==> src/rtl/serial_cmd_initiator.sv <==
// Host-side byte-serial command master: sends opcode + args over a UART, then collects a fixed-length reply.
// Optional statistics counters are enabled with `define SERIAL_CMD_INIT_STATS_EN.
module serial_cmd_initiator #(
    parameter int unsigned TIMEOUT_CYCLES = 5000000,
    parameter int unsigned MAX_RESP       = 32
) (
    input  logic        clk,
    input  logic        rst_n,
    input  logic        cmd_valid,
    output logic        cmd_ready,
    input  logic [7:0]  cmd_opcode,
    input  logic [2:0]  cmd_nargs,
    input  logic [31:0] cmd_args,
    input  logic [5:0]  cmd_nresp,
    input  logic        txBusy,
    output logic        txStart,
    output logic [7:0]  txData,
    input  logic        rxReady,
    input  logic [7:0]  rxData,
    output logic        resp_valid,
    output logic [7:0]  resp_data,
    output logic [4:0]  resp_index,
    output logic        done,
    output logic        timeout,
    output logic        rx_stray,
    output logic [15:0] cmd_count,
    output logic [15:0] timeout_count
);
    typedef enum logic [2:0] {
        ST_IDLE,
        ST_SEND,
        ST_GAP,
        ST_RECV,
        ST_DONE
    } state_t;

    localparam logic [5:0]  MAX_RESP_C = 6'(MAX_RESP);
    localparam logic [31:0] TIMER_LAST = 32'(TIMEOUT_CYCLES - 1);

    state_t      r_state;
    logic [7:0]  r_buf [0:4];
    logic [2:0]  r_nargs;
    logic [5:0]  r_nresp;
    logic [2:0]  r_send_idx;
    logic [5:0]  r_count;
    logic [31:0] r_timer;
    logic        r_cmd_ready;
    logic        r_tx_start;
    logic [7:0]  r_tx_data;
    logic        r_resp_valid;
    logic [7:0]  r_resp_data;
    logic [4:0]  r_resp_index;
    logic        r_done;
    logic        r_timeout;
    logic        r_rx_stray;

    logic [7:0]  w_load_byte [0:4];
    logic [2:0]  w_nargs_clamped;
    logic [5:0]  w_nresp_clamped;
    logic        w_accept;
    logic        w_timer_expired;
    logic        w_last_byte;
    logic        w_expire_now;

    // Wire order: opcode first, then argument bytes least significant first.
    assign w_load_byte[0] = cmd_opcode;
    for (genvar gi = 0; gi < 4; gi++) begin : g_arg_bytes
        assign w_load_byte[gi+1] = cmd_args[8*gi +: 8];
    end

    assign w_nargs_clamped = (cmd_nargs > 3'd4) ? 3'd4 : cmd_nargs;
    assign w_nresp_clamped = (cmd_nresp > MAX_RESP_C) ? MAX_RESP_C : cmd_nresp;
    assign w_accept        = (r_state == ST_IDLE) && cmd_valid;
    assign w_timer_expired = (r_timer >= TIMER_LAST);
    assign w_last_byte     = ((r_count + 6'd1) == r_nresp);
    assign w_expire_now    = (r_state == ST_RECV) && !rxReady && w_timer_expired;

    always_ff @(posedge clk or negedge rst_n) begin
        if (!rst_n) begin
            r_state      <= ST_IDLE;
            for (int i = 0; i < 5; i++) begin
                r_buf[i] <= '0;
            end
            r_nargs      <= '0;
            r_nresp      <= '0;
            r_send_idx   <= '0;
            r_count      <= '0;
            r_timer      <= '0;
            r_cmd_ready  <= 1'b1;
            r_tx_start   <= 1'b0;
            r_tx_data    <= '0;
            r_resp_valid <= 1'b0;
            r_resp_data  <= '0;
            r_resp_index <= '0;
            r_done       <= 1'b0;
            r_timeout    <= 1'b0;
            r_rx_stray   <= 1'b0;
        end else begin
            r_tx_start   <= 1'b0;
            r_resp_valid <= 1'b0;
            r_done       <= 1'b0;
            r_rx_stray   <= rxReady && (r_state != ST_RECV);
            case (r_state)
                ST_IDLE: begin
                    if (cmd_valid) begin
                        for (int i = 0; i < 5; i++) begin
                            r_buf[i] <= w_load_byte[i];
                        end
                        r_nargs     <= w_nargs_clamped;
                        r_nresp     <= w_nresp_clamped;
                        r_send_idx  <= '0;
                        r_timeout   <= 1'b0;
                        r_cmd_ready <= 1'b0;
                        r_state     <= ST_SEND;
                    end
                end
                ST_SEND: begin
                    if (!txBusy) begin
                        r_tx_data  <= r_buf[r_send_idx];
                        r_tx_start <= 1'b1;
                        r_state    <= ST_GAP;
                    end
                end
                // The UART only raises txBusy a cycle after txStart, so SEND must not be re-entered directly.
                ST_GAP: begin
                    if (r_send_idx < r_nargs) begin
                        r_send_idx <= r_send_idx + 3'd1;
                        r_state    <= ST_SEND;
                    end else if (r_nresp == 6'd0) begin
                        r_done  <= 1'b1;
                        r_state <= ST_DONE;
                    end else begin
                        r_count <= '0;
                        r_timer <= '0;
                        r_state <= ST_RECV;
                    end
                end
                ST_RECV: begin
                    if (rxReady) begin
                        r_resp_valid <= 1'b1;
                        r_resp_data  <= rxData;
                        r_resp_index <= r_count[4:0];
                        r_count      <= r_count + 6'd1;
                        r_timer      <= '0;
                        if (w_last_byte) begin
                            r_done  <= 1'b1;
                            r_state <= ST_DONE;
                        end
                    end else if (w_timer_expired) begin
                        r_timeout <= 1'b1;
                        r_done    <= 1'b1;
                        r_state   <= ST_DONE;
                    end else if (r_timer != 32'hFFFF_FFFF) begin
                        r_timer <= r_timer + 32'd1;
                    end
                end
                ST_DONE: begin
                    r_cmd_ready <= 1'b1;
                    r_state     <= ST_IDLE;
                end
                default: begin
                    r_cmd_ready <= 1'b1;
                    r_state     <= ST_IDLE;
                end
            endcase
        end
    end

`ifdef SERIAL_CMD_INIT_STATS_EN
    logic [15:0] r_cmd_count;
    logic [15:0] r_timeout_count;

    always_ff @(posedge clk or negedge rst_n) begin
        if (!rst_n) begin
            r_cmd_count     <= '0;
            r_timeout_count <= '0;
        end else begin
            if (w_accept) begin
                r_cmd_count <= r_cmd_count + 16'd1;
            end
            if (w_expire_now) begin
                r_timeout_count <= r_timeout_count + 16'd1;
            end
        end
    end

    assign cmd_count     = r_cmd_count;
    assign timeout_count = r_timeout_count;
`else
    logic w_stats_unused;
    assign w_stats_unused = w_accept ^ w_expire_now;
    assign cmd_count      = '0;
    assign timeout_count  = '0;
`endif

    assign cmd_ready  = r_cmd_ready;
    assign txStart    = r_tx_start;
    assign txData     = r_tx_data;
    assign resp_valid = r_resp_valid;
    assign resp_data  = r_resp_data;
    assign resp_index = r_resp_index;
    assign done       = r_done;
    assign timeout    = r_timeout;
    assign rx_stray   = r_rx_stray;

endmodule

==> config.mk <==
export PLATFORM = sky130hd
export DESIGN_NAME = serial_cmd_initiator
export DESIGN_NICKNAME = d
export VERILOG_FILES = /design/src/rtl/serial_cmd_initiator.sv
export SDC_FILE = /design/constraint.sdc
export NUM_CORES = 1
export LEC_CHECK = 0
export BUFFER_PORTS_ARGS = -buffer_cell sky130_fd_sc_hd__buf_2
export CAP_MARGIN = 20
export CORE_MARGIN = 8
export CORE_UTILIZATION = 45
export DETAILED_ROUTE_END_ITERATION = 8
export GPL_TIMING_DRIVEN = 0
export PLACE_DENSITY = 0.69
export RECOVER_POWER = 100
export SLEW_MARGIN = 25
export SYNTH_ARGS = -nofsm -noshare
export SYNTH_HDL_FRONTEND = slang
export SYNTH_SLANG_ARGS = --single-unit
==> constraint.sdc <==
create_clock -name clk -period 2.6 [get_ports clk]
set_input_delay 0.26 -clock clk [delete_from_list [all_inputs] [get_ports clk]]
set_output_delay 0.26 -clock clk [all_outputs]
set_load 0.005 [all_outputs]
**Word-level counts from Yosys, hierarchy flattened**

Index checks and enable logic that the tools add are counted.
W data, S select, Z words.

- Register bits after elaboration: 120
- Input port bits: 62
- Output and inout port bits: 59
- Logic and storage cells: 106

- $add $sub $neg: 3
- Order comparisons: 5
- Equal/unequal tests: 18
- Muxes and demuxes: 41
- Bitwise gates (word level): 3
- Reductions and logical operators: 16

Operators by type and width:

| kind | count |
|---|---|
| $mux W32 | 5 |
| $pmux W32 S2 | 1 |
| $add A32 B1 Y32 const B | 1 |
| $ge A32 B23 Y1 const B | 1 |
| $ne A32 B32 Y1 const B | 1 |
| $mux W3 | 10 |
| $bmux W8 S3 | 1 |
| $mux W6 | 4 |
| $mux W8 | 2 |
| $ne A2 B2 Y1 const B | 8 |
| $mux W1 | 12 |
| $pmux W3 S4 | 1 |
| $pmux W6 S2 | 1 |
| $reduce_and A4 Y1 | 3 |
| $ne A3 B3 Y1 const B | 3 |
| $reduce_and A2 Y1 | 4 |
| $add A6 B1 Y6 const B | 1 |
| $eq A3 B2 Y1 const B | 2 |
| $eq A6 B6 Y1 | 1 |
| $gt A6 B6 Y1 const B | 1 |
| $logic_not A6 Y1 | 1 |
| $ne A3 B2 Y1 const B | 2 |
| $pmux W1 S2 | 3 |
| $pmux W3 S2 | 1 |
| 13 further kinds | 16 |

**Longest topological paths before layout**

Gate-level depths: netlist (run 1).

- Word-level depth: 5
- Mapped depth: 9
- Gate-level depth less buffers: 8

**Least setup slack after synthesis (run 1)**

No wires, ideal clock.

- Kind: register -> register
- From: register r_timer[0]
- To: register r_timer[13]
- Library setup time: 126 ps
- Arrival: 2214 ps
- Data required time: 2474 ps
- Path slack: 260 ps
- Cell stages (with the launch flop): 10
- Path buffers: 2
- Period minus slack after synthesis: 2340 ps
- Path through: dfrtp_1 ha_1 and3_1 buf_6 a311oi_2 o22ai_2 o21a_1 or2_1 buf_6 a221o_1

- Cells in the longest elaborated chain, start to end: 5
- Elaborated cells between the ends (all ways): 10
- Those cells by class: add/sub: 1; order compare: 1; eq/ne: 3; mux: 4; reduce/logical: 1

RTL lines:

| item | line | source |
|---|---|---|
| start: declaration | 46 | `logic [31:0] r_timer;` |
| start signal: assignment | 154 | `r_timer <= r_timer + 32'd1;` |
| $add A32 B1 Y32 | 154 |  |
| $mux W32 | 153 | `end else if (r_timer != 32'hFFFF_FFFF) begin` |
| $mux W32 | 149 | `end else if (w_timer_expired) begin` |
| $mux W32 | 139 | `if (rxReady) begin` |
| $pmux W32 S2 | 103 | `case (r_state)` |

Parallel ways exist; a longest one is shown, timed or not. The select of a mux whose other input is x is not followed.
A chain may end at the register's enable or synchronous reset.

**Worst setup path in the final report (run 1)**

Same ends and word-level chain as after synthesis.

==> results by stage, run 1 <==
Floorplan:
- The floorplan die width is 130 microns.
- The placeable core region is 12600 sq um.
- The die covers 16800 sq um.
- The initial utilization of the core area, before any placement, comes to 46.1%.
- The floorplan has 41 rows.
- The die is 130 microns tall.
- The boundary pin count is 121.

Pwr:
- The maximum VDD drop is 0.000507 V.
- Registers are responsible for 37.1% of the overall power.
- Dividing total power by cell area gives a power density of 1050 nW/um^2.
- The leakage component of the power is 3.67 nW.
- For this design the total switching power over the nets is 0.00264 W.
- The clock share of power is 32.2%.
- The internal power of the cells is 0.00501 W.
- Net switching is 34.5% of the power.
- The share of total power dissipated in combinational logic is 30.6%.

Placement:
- The number of I/O port buffers is 88.
- After legalization and detailed placement, the total HPWL measured 10.6 mm.
- The cell area reported after detailed placement is 6620 sq um.
- The congestion estimate from routability-driven global placement came to 0.842.

Clock tree:
- The number of H-tree levels is 4.
- The tree built by TritonCTS fans out to 120 sinks.
- The clock reaches the later pin of the worst-skew pair after 0.43 ns.
- The register clock-pin slew on the reported worst setup and hold paths is 0.06 ns.
- In this run, CTS created clock tree buffers numbering 17.
- The TritonCTS clock tree is built.
- The maximum clock path buffer count is 2.
- CTS placed an instance of clkbuf_16 at the clock tree root.

STA:
- The total count of max-transition violations in the final report is 38.
- The portion of the clock cycle consumed by the worst path in the final layout is 95.1%.
- In this run the tightest slew margin relative to its limit is -25.2%.
- At the pin with the least slew margin, the transition time is 1.88 ns.
- The number of endpoints with negative hold slack in the final report is 0.
- The clock period could shrink to 2.47 ns.
- Setup repair after global routing left no endpoint under its margin.
- The final clock skew is 0.00710 ns.
- The total setup violations reported at the end of the flow is 0.
- Timing would allow up to 0.405 GHz.

GRT:
- The first global-routing pass estimated 24.2 mm of wire.
- The overall fraction of global-route tracks in use is 18.4%.
- The largest net degree at the start of global routing is 84.
- The number of antenna violations at the first check in global routing is 1.
- The via count of the first global-routing pass came to 4962.
- The leftover overflow at the end of global routing is 0.

Synth:
- Counting instances in the post-synthesis netlist gives the leading cell types as 204 x nand2_1, 119 x dfrtp_1, 32 x buf_4, 31 x a21oi_1, 27 x nor2_1.
- The async set-reset flop share out of synthesis is 100%.
- By instance count, the leading cell after synthesis is nand2_1.
- The multiplexer area fraction after synthesis is 3.46%.
- Of the total synthesized cell area, the portion taken by AND, OR, NAND and NOR gates is 24.0%.
- Synthesis instantiated 57 different standard cells from the library.
- The synthesized instance count is 634.
- The biggest area contributor in the post-synthesis netlist is dfrtp_1.
- Summing every instance area after synthesis gives 5810 sq um.
- In this run, synthesis produced a sequential element count of 120.
- The top cell type by area accounts for 51.2% of the synthesized area.
- Averaged over all synthesized cells, the footprint is 9.17 sq um.
- The post-synthesis xor/xnor area fraction is 1.21%.
- During synthesis, Yosys emitted a total of 0 warnings.
- The number of synthesized flops with an enable pin is 0.
- Sorting the synthesized cells by area gives the leading types as dfrtp_1 51%, nand2_1 13%, buf_4 4.1%, mux4_2 3.1%, a21oi_1 2.7%.
- The dominant synthesized flop cell is dfrtp_1.
- The post-synthesis adder-cell area fraction is 1.08%.
- For this run, the register share of the synthesized area comes to 51.7%.
- The combinational family with the most area after synthesis is simple AND/OR/NAND/NOR gates.
- Summing the areas of all compound-gate instances in the mapped netlist gives 11.3% of the synthesized area.

Setup path:
- The endpoint identified for the worst register-to-register timing path is r_timer[13].
- The logic depth of the worst register-to-register path is 9.
- The register-to-register setup slack is 0.13 ns.
- The launch instance of the worst register-to-register path is r_timer[0].
- The worst setup path is captured at a flop.
- In this run the worst path has a maximum fanout of 10.
- For the worst setup path, the data arrival time is 2.78 ns.
- The critical path is of the reg2reg type.
- STA classifies the critical path startpoint as a flop.
- The required arrival time at the worst endpoint is 2.91 ns.
- Tracing the worst setup path back leads to its startpoint at r_timer[0].

Layout:
- The total number of nets in the final design is 843.
- The post-synthesis to final-layout area growth is 25.2%.
- Of the cells placed in the final design, the portion with a size suffix greater than 1 is 20.4%.
- The final core utilization is 57.7%.
- Counting the fill cells in the layout gives 1152.
- The total non-filler cell area in the finished layout is 7280 sq um.

Routing:
- The number of DRC violations after detailed routing is 0.
- The initial detailed-routing violation count is 328.
- The total routed wirelength is 14.8 mm.
- The average vias per placed instance is 5.14.
- The routed layout has 4943 vias.
- In the final routed layout, each cell accounts on average for 15.3 microns.
- For this run, the detailed router's first-pass iteration total came to 5.
- The count of nets left with antenna violations once routing finished came out at 0.

Run status:
- The checks that failed: capacitance limit, slew limit.
- The run finished, with violations left.

Min path:
- The class of the tightest hold or removal check is in2reg.
- The worst hold path stage count is 3.
- The beginning of the worst hold path is cmd_args[0].
- The end point of the most critical hold path is r_buf[24].

Job:
- The number of maximum-capacitance constraint violations is 1.
## cells by family after synthesis
logic type | after synthesis
buf+inv | 73
flops | 120
compound gates | 104
mux | 10
xor+xnor | 8
fa+ha+maj | 5
other cells | 1
simple gates | 313
## sequential cells by signal (all words and copies together) (netlist names)
signal,flops
cmd_ready,1
r_state,3
r_nargs,3
r_count,6
rx_stray,1
r_buf,40
timeout,1
resp_data,8
txData,8
r_timer,32
resp_index,5
done,1
resp_valid,1
r_nresp,6
r_send_idx,3
txStart,1
## worst max-delay path, stage by stage (launching register included)
cell	delay, ns
dfrtp_1	0.41
ha_2	0.21
and3_1	0.19
buf_6	0.13
a311oi_2	0.28
o22ai_2	0.18
o21a_4	0.26
or2_0	0.22
buf_6	0.15
a221o_1	0.33
## cells in the final DEF (no fill, tap or decap), types with 3 or more instances in the layout
master,instances
clkbuf_16,17
o31ai_1,3
a21oi_1,31
o21a_1,5
nand4_1,7
xor2_1,4
nand3_1,13
nor3_1,6
nor2b_1,5
buf_2,74
nor4_1,3
a21o_1,5
nand2_1,204
nor2_1,27
a31oi_1,16
o21ai_0,18
and4_1,3
bufinv_16,3
xnor2_1,4
and3_1,12
nand3b_1,8
or3_1,3
ha_1,4
clkbuf_1,41
inv_1,8
a22oi_1,9
mux4_2,8
buf_4,34
and2_1,5
clkbuf_8,4
conb_1,32
dfrtp_1,119
and2_0,5
## worst max-delay path by stage
stage | slack [ns] | endpoint | cells after the start
after floorplan | 0.26 | r_timer[13] | 9
after global placement | -0.22 | r_buf[8] | 1
after detailed placement | 0.01 | r_timer[17] | 9
after CTS | 0.002 | r_timer[20] | 9
after global routing | 0.02 | r_timer[15] | 9
final | 0.13 | r_timer[13] | 9
## power groups by stage
| stage | sequential, W | clock, W | combinational (W) |
|---|---|---|---|
| 6_report | 0.00284 | 0.00247 | 0.00235 |
| 5_1_grt | 0.00291 | 0.00258 | 0.00266 |
| 4_1_cts | 0.00284 | 0.00249 | 0.00236 |
| 3_5_place_dp | 0.00286 | 0 | 0.00234 |
| 3_3_place_gp | 0.00283 | 0 | 0.00224 |
| 2_1_floorplan | 0.00278 | 0 | 0.00160 |
## metal layers
layer / vias to the layer above / track usage, % / routed length, microns
met1: 2383 / 22.1 / 6270
met4: 0 / 8.33 / 244
li1: 2376 / - / -
met5: - / 0 / 0
met3: 23 / 5.79 / 898
met2: 161 / 29.8 / 7350
## layout make-up
type	instances	area, sq um	area share [%]
diodes	1	2.50	0.0344
plain buffers	64	382	5.24
clock buffers	22	484	6.65
clock inverters	10	141	1.94
inverters	9	33.8	0.464
multi-input cells	472	2540	34.9
flip-flops and latches	120	3000	41.3
well taps	172	215	2.96
repair buffers	92	477	6.55
## timing repair
item / 4_1_cts / 5_1_grt
buffers inserted: 0 / 2
endpoints found under the hold margin: 37 / 0
resized for setup: 0 / 6
endpoints found under the setup margin: 0 / 16
hold buffers: 1 / 0
## through the flow
| stage | total power (W) | instances | setup WS (ns) | TNS (ns) | hold WS, ns |
|---|---|---|---|---|---|
| 3_3_place_gp | 0.00507 | 925 | -0.218 | -24.66 | 0.452 |
| 2_1_floorplan | 0.00437 | 665 | 0.260 | 0 | -0.0356 |
| 5_1_grt | 0.00815 | 962 | 0.0215 | 0 | 0.0192 |
| 6_report | 0.00766 | 962 | 0.128 | 0 | 0.0216 |
| 3_5_place_dp | 0.00520 | 926 | 0.0120 | 0 | 0.156 |
| 4_1_cts | 0.00769 | 959 | 0.00243 | 0 | 0.0149 |
(Power assumes the default switching activity.)
==> run 2, diff against run 1 <==
Settings changed: ABC_AREA from default to 1, PLACE_DENSITY 0.69 to 0.68.
==> results by stage, run 2 <==
Run status:
- Outcome: complete, no violations (was complete, but fails checks).

Placement:
- The number of I/O port buffers is 88 (unchanged).
- The half-perimeter wire length of the detailed placement result came to 11.2 mm (was 10.6 mm).
- The placer congestion estimate is 0.842 (about the same).

STA:
- The clock period minus final worst setup slack is 2.16 ns (was 2.47 ns).
- The number of endpoints with negative hold slack in the final report is 0 (unchanged).
- The worst hold margin is 0.0331 ns (was 0.0216 ns).
- The final clock skew came to 0.00516 ns (was 0.00710 ns).
- Unrepaired setup endpoints after global routing: false (unchanged).
- The tightest slew margin relative to the limit was 9.08% (was -25.2%).
- The peak clock frequency supported by timing is 0.462 GHz (was 0.405 GHz).
- The slew at the pin with the worst max-slew slack is 1.36 ns (was 1.88 ns).
- The total setup violations reported at the end of the flow came to 0 (unchanged).
- The total count of max-transition violations in the final report is 0 (was 38).
- The portion of the clock cycle consumed by the worst path in the final layout is 83.2% (was 95.1%).

Floorplan:
- The total number of placement rows is 43 (was 41).
- The height of the die is 134 microns (was 130 microns).
- The floorplan die width is 134 microns (was 130 microns).
- The boundary pin count came to 121 (unchanged).
- The starting utilization of the core area is 45.7% (was 46.1%).
- The placeable core region is 13700 sq um (was 12600 sq um).
- The die footprint is 18000 sq um (was 16800 sq um).

Clock tree:
- The TritonCTS clock tree is built (unchanged).
- The register clock-pin slew on the reported worst setup and hold paths is 0.05 ns (was 0.06 ns).
- The maximum clock path buffer count is 2 (unchanged).
- The number of H-tree levels is 4 (unchanged).
- The clock latency of the later-clocked register in the worst-skew pair came to 0.42 ns (was 0.43 ns).
- The number of buffers inserted by hold repair at cts is 1 (unchanged).
- The number of buffers created by CTS is 17 (unchanged).
- The cell chosen for the clock root is clkbuf_16 (unchanged).
- The number of gates given a new drive strength after cts is 0 (unchanged).
- The number of setup buffers added after CTS was 0 (unchanged).
- The clock sink total is 120 (unchanged).

Routing:
- The initial detailed-routing violation count is 340 (was 328).
- The remaining antenna violation count is 0 (unchanged).
- The detailed-router iteration count before antenna repair is 4 (was 5).
- The average vias per placed instance is 4.65 (was 5.14).
- The total routed wirelength came to 14.9 mm (was 14.8 mm).
- The vias after detailed routing is 5092 (was 4943).
- The average wire length per cell after detail routing was 13.6 microns (was 15.3 microns).
- The number of DRC violations after detailed routing is 0 (unchanged).

Setup path:
- The data arrival time of the critical path is 2.52 ns (was 2.78 ns).
- The kind of cell with the highest combined delay on the critical path is simple AND/OR/NAND/NOR gates (was compound AO/OA/AOI/OAI gates).
- The path type of the worst setup path is reg2reg (unchanged).
- The number of buffers and inverters on the critical path came to 3 (was 2).
- The kind of end point of the critical path is a flop (unchanged).
- The critical path launch point type is a flop (unchanged).
- The maximum fanout count along the critical path is 10 (unchanged).
- The logic depth of the worst setup path including buffers came to 8 (was 9).
- The most numerous cell on the critical path is nor2_1 (was buf_6).
- The logic depth of the worst register-to-register path was 8 (was 9).
- The stage delay of the slowest cell on the critical path came to 0.57 ns (was 0.41 ns).
- Sequence of cells on the critical path: nor2_1 > inv_1 > nor2_1 > inv_4 > nor2_1 > clkbuf_1 > nand2_1 > nand2_1 (was ha_2 > and3_1 > buf_6 > a311oi_2 > o22ai_2 > o21a_4 > or2_0 > buf_6 > a221o_1).
- The worst-path cell with the longest stage delay is nor2_1 (was dfrtp_1).
- The required arrival time at the worst endpoint was 2.96 ns (was 2.91 ns).

Synth:
- The number of synthesis warnings came to 0 (unchanged).
- The complex-gate fraction of the synthesized area is 12.0% (was 11.3%).
- The multiplexer area fraction after synthesis is 0% (was 3.46%).
- The combinational family with the most area after synthesis is simple AND/OR/NAND/NOR gates (unchanged).
- The part of the Yosys area used for sequential elements is 47.9% (was 51.7%).
- List of most frequent post-synthesis cells: 231 x nand2_1, 119 x dfrtp_1, 59 x inv_1, 55 x nor2_1, 52 x o21ai_0 (was 204 x nand2_1, 119 x dfrtp_1, 32 x buf_4, 31 x a21oi_1, 27 x nor2_1).
- The post-synthesis xor/xnor area fraction was 1.68% (was 1.21%).
- The post-synthesis simple-gate area fraction was 26.4% (was 24.0%).
- Main area contributors after synthesis: dfrtp_1 48%, nand2_1 14%, o21ai_0 4.2%, buf_4 4.0%, inv_1 3.5% (was dfrtp_1 51%, nand2_1 13%, buf_4 4.1%, mux4_2 3.1%, a21oi_1 2.7%).
- The async set-reset flop share out of synthesis is 100% (unchanged).
- The summed instance area of the synthesized netlist is 6270 sq um (was 5810 sq um).
- The dominant synthesized flop cell is dfrtp_1 (unchanged).
- The cell with the most instances after synthesis is nand2_1 (unchanged).
- The average instance area after synthesis came to 8.24 sq um (was 9.17 sq um).
- The count of distinct cell types in the synthesized netlist is 45 (was 57).
- The fraction of synthesized cell area taken by the top area cell type is 47.5% (was 51.2%).
- The number of synthesized flops with an enable pin is 0 (unchanged).
- The post-synthesis adder-cell area fraction is 0.998% (was 1.08%).
- The synthesized instance count was 761 (was 634).
- The library cell with the largest summed area after synthesis is dfrtp_1 (unchanged).
- The synthesized flop and latch total is 120 (unchanged).

Layout:
- The register with the most flip-flops was r_buf (unchanged).
- Top library cells by usage in the layout, fill and taps aside: 237 x nand2_1, 119 x dfrtp_1, 69 x buf_2 (was 204 x nand2_1, 119 x dfrtp_1, 74 x buf_2).
- The commonest non-fill, non-tap cell in the layout is nand2_1 (unchanged).
- The number of flip-flops in the largest register came to 40 (unchanged).
- The share of final-layout standard cells stronger than drive strength 1 is 19.6% (was 20.4%).
- The number of inserted diodes is 0 (was 1).
- The total number of nets in the final design is 968 (was 843).
- The count of filler cells inserted in the layout is 1348 (was 1152).
- Top Registers: r_buf: 40 flops, r_timer: 32 flops (unchanged).
- The post-synthesis to final-layout area growth is 20.1% (was 25.2%).

GRT:
- The global-route wire length before repair came to 24.9 mm (was 24.2 mm).
- The via count of the first global-routing pass is 4965 (was 4962).
- The leftover overflow at the end of global routing is 0 (unchanged).
- The largest net degree at the start of global routing is 68 (was 84).
- The number of antenna violations at the first check in global routing is 0 (was 1).
- The overall fraction of global-route tracks in use is 17.4% (was 18.4%).

Min path:
- The worst hold path stage count is 3 (unchanged).
- The class of the tightest hold or removal check is in2reg (unchanged).

Job:
- The number of maximum-capacitance constraint violations is 0 (was 1).

Pwr:
- The maximum VDD drop is 0.000553 V (was 0.000507 V).
- The sum of internal, switching and leakage power is 0.00761 W (was 0.00766 W).
- The power density over the cells came to 1010 nW/um^2 (was 1050 nW/um^2).
- The clock share of power was 28.6% (was 32.2%).
- The fraction of power consumed by sequential logic is 37.6% (was 37.1%).
- The internal power of the cells is 0.00480 W (was 0.00501 W).
- The switching share of power is 36.9% (was 34.5%).
- The part of the total power dissipated in combinational logic is 33.8% (was 30.6%).
- The leakage component of the power is 3.79 nW (was 3.67 nW).
- The switching power summed over all nets is 0.00281 W (was 0.00264 W).
## run 2: changes by cell type after synthesis, moves of 11 or more
cell	before	now
and3_1	12	0
nand2_1	204	231
nor2_1	27	55
nand3_1	13	35
o21ai_2	0	22
inv_1	8	59
a31oi_1	16	0
nand2_2	0	14
clkbuf_1	21	10
o21ai_0	19	52
## run 2: per-layer routing
layer / global-route usage (%) / wire length, microns
met1: 21.8 / 6780
met2: 28.1 / 7260
met3: 4.19 / 552
met4: 7.42 / 262
met5: 0 / 0
## run 2: power groups by stage
stage,logic [W],clock network (W),registers [W]
2_1_floorplan,0.00189,0,0.00281
3_3_place_gp,0.00266,0,0.00286
3_5_place_dp,0.00270,0,0.00288
4_1_cts,0.00271,0.00222,0.00285
5_1_grt,0.00292,0.00231,0.00293
6_report,0.00257,0.00218,0.00286
## run 2: cell families after synthesis
logic type,after synthesis
buffers and inverters,127
xor gates and xnor gates,12
adders and majority gates,5
other,1
DFF,120
and+or+nand+nor,373
AOI/OAI and AO/OA,123
## run 2: layout make-up
class / count / area, sq um / area share, %
plain buffers: 59 / 412 / 5.47
clock buffers: 23 / 478 / 6.35
clock inverters: 9 / 73.8 / 0.980
inverters: 68 / 263 / 3.49
multi-input cells: 545 / 2620 / 34.8
flip-flops and latches: 120 / 3000 / 39.9
well taps: 180 / 225 / 2.99
repair buffers: 90 / 452 / 6.00
## run 2: stage by stage
step | util, % | cell area [sq um] | setup TNS [ns] | cells | setup slack (ns)
after floorplan | - | 6380 | 0 | 792 | 0.972
after global placement | 51.4 | 7050 | -33.27 | 1060 | -0.291
after detailed placement | 51.7 | 7090 | 0 | 1061 | 0.602
after CTS | 55.8 | 7650 | 0 | 1094 | 0.593
after global routing | 54.9 | 7530 | 0 | 1094 | 0.235
final | 54.9 | 7530 | 0 | 1094 | 0.436
## run 2: final timing paths
path                                from           end  slack [ns]
min                        cmd_opcode[7]     r_buf[39]        0.03
min reg2reg                    r_buf[34]     r_buf[34]        0.46
max in group asynchronous          rst_n     txData[3]        0.96
max reg2reg                   r_state[2]  resp_data[7]        0.44
max                           r_state[2]  resp_data[7]        0.44
min in group asynchronous          rst_n    r_count[3]        0.69
## run 2: worst reg2reg max path: cells and delay by family, from the launching register on
| kind | cells | cell delay (ns) |
|---|---|---|
| AND/OR/NAND/NOR | 5 | 1.06 |
| buffers and inverters | 3 | 0.65 |
| flip-flops | 1 | 0.40 |
